$ cat src/rtl/op_dispatcher.sv
// op_dispatcher: pops instruction words from a 1-cycle-latency FIFO and
// issues each one to its target as a single cs pulse with op/data_out. It then
// blocks until that target reports ready again, so targets run strictly in order.
module op_dispatcher #(
  parameter int N_TGT   = 4,
  parameter int TIMEOUT = 2**24,
  parameter int CNT_W   = 16
) (
  input  logic             clk,
  input  logic             rst,
  input  logic             en,
  input  logic [31:0]      fifo_dout,
  input  logic             fifo_empty,
  output logic             fifo_rd_en,
  output logic [N_TGT-1:0] cs,
  output logic [3:0]       op,
  output logic [23:0]      data_out,
  input  logic [N_TGT-1:0] rdy,
  output logic             busy,
  output logic             err,
  output logic [CNT_W-1:0] issued
);

  localparam int TMO_W = (TIMEOUT > 1) ? $clog2(TIMEOUT + 1) : 1;
  localparam logic [TMO_W-1:0] TMO_LAST = (TIMEOUT > 0) ? TMO_W'(TIMEOUT - 1) : '0;

  typedef enum logic [2:0] {
    S_IDLE, S_FETCH, S_LATCH, S_ISSUE, S_GUARD, S_WAIT
  } state_t;

  state_t state, state_nxt;

  // Fields of the word currently presented by the FIFO
  logic [3:0]       word_op;
  logic [3:0]       word_tgt;
  logic [23:0]      word_data;
  logic             word_bad;
  logic [N_TGT-1:0] word_sel;

  // Latched instruction and held outputs
  logic [3:0]       op_lat;
  logic [23:0]      data_lat;
  logic [N_TGT-1:0] sel_q;
  logic [3:0]       op_q;
  logic [23:0]      data_q;
  logic [TMO_W-1:0] tmo_cnt;

  // Decoded FSM actions
  logic             rdy_sel;
  logic             tmo_hit;
  logic             fire;
  logic             abort;
  logic             bad;

  assign word_op   = fifo_dout[31:28];
  assign word_tgt  = fifo_dout[27:24];
  assign word_data = fifo_dout[23:0];
  assign word_bad  = (int'(word_tgt) >= N_TGT);
  assign word_sel  = N_TGT'(1) << word_tgt;

  // Ready of the selected target only; sel_q is one-hot for any issued word
  assign rdy_sel = |(rdy & sel_q);
  assign tmo_hit = (TIMEOUT != 0) && (tmo_cnt == TMO_LAST);

  // Outputs: cs only in the firing ISSUE cycle, op/data follow the word then hold
  assign cs       = fire ? sel_q : '0;
  assign op       = fire ? op_lat : op_q;
  assign data_out = fire ? data_lat : data_q;
  assign busy     = (state != S_IDLE);

  // Next-state decode and per-state action strobes
  always_comb begin
    state_nxt = state;
    fire      = 1'b0;
    abort     = 1'b0;
    bad       = 1'b0;
    case (state)
      S_IDLE: begin
        if (en && !fifo_empty) state_nxt = S_FETCH;
      end
      S_FETCH: begin
        state_nxt = S_LATCH;
      end
      S_LATCH: begin
        if (word_bad) begin
          bad       = 1'b1;
          state_nxt = S_IDLE;
        end else begin
          state_nxt = S_ISSUE;
        end
      end
      S_ISSUE: begin
        if (rdy_sel) begin
          fire      = 1'b1;
          state_nxt = S_GUARD;
        end else if (tmo_hit) begin
          abort     = 1'b1;
          state_nxt = S_IDLE;
        end
      end
      S_GUARD: begin
        // The target only drops rdy the cycle after cs, so rdy is not looked at here
        state_nxt = S_WAIT;
      end
      S_WAIT: begin
        if (rdy_sel) begin
          state_nxt = S_IDLE;
        end else if (tmo_hit) begin
          abort     = 1'b1;
          state_nxt = S_IDLE;
        end
      end
      default: state_nxt = S_IDLE;
    endcase
  end

  // State register, pop strobe, timeout counter, error flag and issue counter
  always_ff @(posedge clk or posedge rst) begin
    if (rst) begin
      state      <= S_IDLE;
      fifo_rd_en <= 1'b0;
      sel_q      <= '0;
      tmo_cnt    <= '0;
      err        <= 1'b0;
      issued     <= '0;
    end else begin
      state      <= state_nxt;
      fifo_rd_en <= (state == S_IDLE) && (state_nxt == S_FETCH);
      if (state == S_LATCH) sel_q <= word_sel;
      if ((state == S_LATCH) || (state == S_GUARD)) begin
        tmo_cnt <= '0;
      end else if ((state == S_ISSUE) || (state == S_WAIT)) begin
        tmo_cnt <= tmo_cnt + TMO_W'(1);
      end
      if (bad || abort) err <= 1'b1;
      if (fire) issued <= issued + CNT_W'(1);
    end
  end

  // Held op/data_out, updated only when a word is actually issued
  always_ff @(posedge clk or posedge rst) begin
    if (rst) begin
      op_q   <= '0;
      data_q <= '0;
    end else if (fire) begin
      op_q   <= op_lat;
      data_q <= data_lat;
    end
  end

  // Instruction payload captured from the FIFO; never needs a reset value
  always_ff @(posedge clk) begin
    if (state == S_LATCH) begin
      op_lat   <= word_op;
      data_lat <= word_data;
    end
  end

endmodule

$ cat config.mk
export PLATFORM = sky130hd
export DESIGN_NAME = op_dispatcher
export DESIGN_NICKNAME = d
export VERILOG_FILES = /design/src/rtl/op_dispatcher.sv
export SDC_FILE = /design/constraint.sdc
export NUM_CORES = 1
export LEC_CHECK = 0
export ABC_AREA = 1
export ABC_CLOCK_PERIOD_IN_PS = 3400
export CORE_ASPECT_RATIO = 0.6
export CORE_MARGIN = 5
export CORE_UTILIZATION = 50
export DETAILED_ROUTE_END_ITERATION = 8
export PLACE_DENSITY = 0.83
export SLEW_MARGIN = 20
export SYNTH_ARGS = -nofsm -noshare
export SYNTH_HDL_FRONTEND = slang
export SYNTH_SLANG_ARGS = --single-unit
$ cat constraint.sdc
create_clock -name clk -period 3.4 [get_ports clk]
set_input_delay 0.68 -clock clk [delete_from_list [all_inputs] [get_ports clk]]
set_output_delay 0.68 -clock clk [all_outputs]
set_load 0.01 [all_outputs]
==> flow_metrics.tcl <==
set metrics [dict create \
    status "completed" \
    final_nets 690 \
    io_buffer_count 90 \
    via_per_inst 5.16 \
    finClkSkew_ns 0.00503 \
    final_cell_mix "nand2_1, clkdlybuf4s50_1, dfrtp_1" \
    synth_fp_nets 591 \
    avgRoutedWirePerCell_um 15.3 \
    power_leakage_nw 2.77 \
    final_core_util_pct 67.3 \
    clkLatencyLatePin_ns 0.34 \
    ys_seq_area_share_pct 58.8 \
    final_cell_area_sq_um 6210 \
    grt_pass1_wl_um 19100 \
    die_x_um 136 \
    hpwlAfterDp_um 8250 \
    dr.pass1.iters 5 \
    drive_gt1_share_pct 7.35 \
    max_stage_delay_ns 0.56 \
    fin_crit_sh_pct 97.6 \
    tightest_slew_ns 0.767 \
    num_vias 4037 \
    h-tree-depth 3 \
    numClockSinks 106 \
    endpoint_kind "output pin" \
    cts_tree "built" \
    synth_seq_cells 106 \
    maxCapViolCount 0 \
    cp_max_fo 12 \
    core_sq_um 9220 \
    cts.path.max_buffers 2 \
    synth.cell_area_sq_um 4750 \
    slowest_stage "clkdlybuf4s50_1" \
    root_buffer "clkbuf_16" \
    synth-xor-area-share_pct 1.84 \
    final_cells 783 \
    ant_nets 0 \
    setup_viol 0 \
    synth_top_family_by_area "simple AND/OR/NAND/NOR gates" \
    routed.top_layer "met4" \
    ir_drop_uv 545 \
    synthCells 549 \
    muxShareOfSynthArea_pct 0 \
    area_growth_pct 30.7 \
    hp-class "register to register" \
    wl_met3_um 1080 \
    critPathArrivalTime_ns 2.64 \
    drtIter0Drc 396 \
    synth_compound_area_share_pct 3.90 \
    fmax_mhz 301 \
    grt_remaining_overflow 0 \
    dr_wl_met2_um 5400 \
    critical_path_class "primary input to output pin" \
    grt_pass1_vias 3827 \
    die_height_um 85.5 \
    start_kind "primary input" \
    ios 91 \
    power.density_nw_per_um2 666 \
    grtUsageTotal_pct 21.2 \
    synth_cell_types 29 \
    post-route-min-period_ns 3.32 \
    synth_fa_ha_area_share_pct 0.527 \
    gp_congestion 0.920 \
    antennaDiodeCount 0 \
    slew_headroom_pct 48.8 \
    start_util_pct 51.5 \
    slew_viol_final 0 \
    dp.cells 765 \
    required_ns 2.72 \
    dieArea_sq_um 11600 \
    num_rows 27 \
    hold_violations 0 \
    final_common_cell "nand2_1" \
    synthSimpleGateAreaFrac_pct 29.3 \
    grt_max_degree 79 \
    wirelength_um 12000 \
    antenna_found_initial 0 \
    synth.avg_cell_area_sq_um 8.65 \
    ys_warn_count 0 \
    cts_made_buffers 9 \
    path_cells "clkdlybuf4s50_1, inv_1, o21ai_2, nor2_2, nor2_4, buf_12, clkbuf_16, nand2_1, nand2_1, clkdlybuf4s50_1" \
    wl_met1_um 5290 \
    clk_pin_slew_ns 0.07 \
    placed_area_sq_um 5820 \
    drc 0 \
]
==> cells by family after synthesis <==
family	after synthesis
compound gates	34
buf+inv	68
simple gates	329
xor+xnor	10
fa+ha+maj	2
flops	106
==> cells in the mapped netlist <==
master      n  share of area (%)
a211oi_1    1               0.16
a21oi_1    11                1.2
a22o_1      1               0.18
a31oi_1     1               0.13
buf_2       8               0.84
buf_4       1               0.16
clkinv_1    1              0.079
dfrtp_1    78                 41
edfxtp_1   28                 18
ha_1        2               0.53
inv_1      51                4.0
inv_2       7               0.55
nand2_1   199                 16
nand2_2     3               0.40
nand3_1    20                2.1
nand3_2     3               0.63
nand4_1    19                2.5
nor2_1     62                4.9
nor2_2      7               0.92
nor2_4      2               0.47
nor3_1     11                1.2
nor3b_1     2               0.32
o211ai_1    1               0.16
o21ai_0    11                1.2
o21ai_1     6               0.63
o21bai_1    2               0.32
or2_2       1               0.13
xnor2_1     7                1.3
xor2_1      3               0.55
==> layer usage <==
| layer | global-route usage (%) | up-vias |
|---|---|---|
| met5 | 0 | - |
| met4 | 7.50 | 0 |
| met3 | 5.80 | 12 |
| met2 | 32.0 | 180 |
| met1 | 29.7 | 1900 |
| li1 | - | 1945 |
==> worst max-delay path: cells and delay by family <==
family	cells	cell delay (ns)
buffers and inverters	5	1.40
AND/OR/NAND/NOR	4	0.38
AO/OA/AOI/OAI	1	0.18
==> flip-flops by register name (all words and copies together), names as in the netlist <==
| signal | flops |
|---|---|
| op_lat | 4 |
| data_lat | 24 |
| sel_q | 4 |
| state | 3 |
| data_q | 24 |
| fifo_rd_en | 1 |
| issued | 16 |
| err | 1 |
| op_q | 4 |
| tmo_cnt | 25 |
==> report_power, final <==
part	switching, mW	total, mW	internal (mW)
Sequential	0.143	1.78	1.64
Clock	0.459	1.07	0.615
Combinational	0.735	1.28	0.542
==> layout make-up <==
class                           instances  area [sq um]
Inverter                               59           229
Fill cell                             685          3010
Multi-Input combinational cell        375          1690
Timing Repair Buffer                   97          1020
Tap cell                              130           163
Sequential cell                       106          2790
Clock buffer                           11           253
Clock inverter                          5          60.1
==> per-stage QoR <==
| stage | setup slack (ns) | hold slack [ns] | setup TNS (ns) | total power [mW] |
|---|---|---|---|---|
| floorplan | 0.725 | 0.469 | 0 | 2.41 |
| finish | 0.0824 | 0.473 | 0 | 4.13 |
| CTS | 0.00760 | 0.476 | 0 | 4.15 |
| detailed placement | -0.152 | 0.463 | -3.15 | 3.06 |
| global route | -0.000330 | 0.497 | -0.000330 | 4.36 |
| global placement | -0.115 | 0.452 | -2.65 | 3.01 |
==> final timing paths <==
path	start	endpoint	slack (ns)	depth (start not counted)
worst max-delay path	rdy[2]	data_out[0]	0.08	10
worst min-delay path	data_lat[1]	data_q[1]	0.47	2
worst max register to register	tmo_cnt[0]	tmo_cnt[10]	1.55	10
worst min register to register	data_lat[1]	data_q[1]	0.47	2
max in group asynchronous	rst	tmo_cnt[1]	2.31	3
min in group asynchronous	rst	issued[9]	0.75	3
==> what timing repair did <==
| item | 4_1_cts | 5_1_grt |
|---|---|---|
| setup buffers | 0 | 1 |
| endpoints found under the hold margin | 0 | 0 |
| endpoints found under the setup margin | 32 | 27 |
| hold buffers | 0 | 0 |
| gates cloned | 0 | 1 |
| resized for setup | 4 | 8 |
No activity file was read; power rests on OpenSTA's default activity.
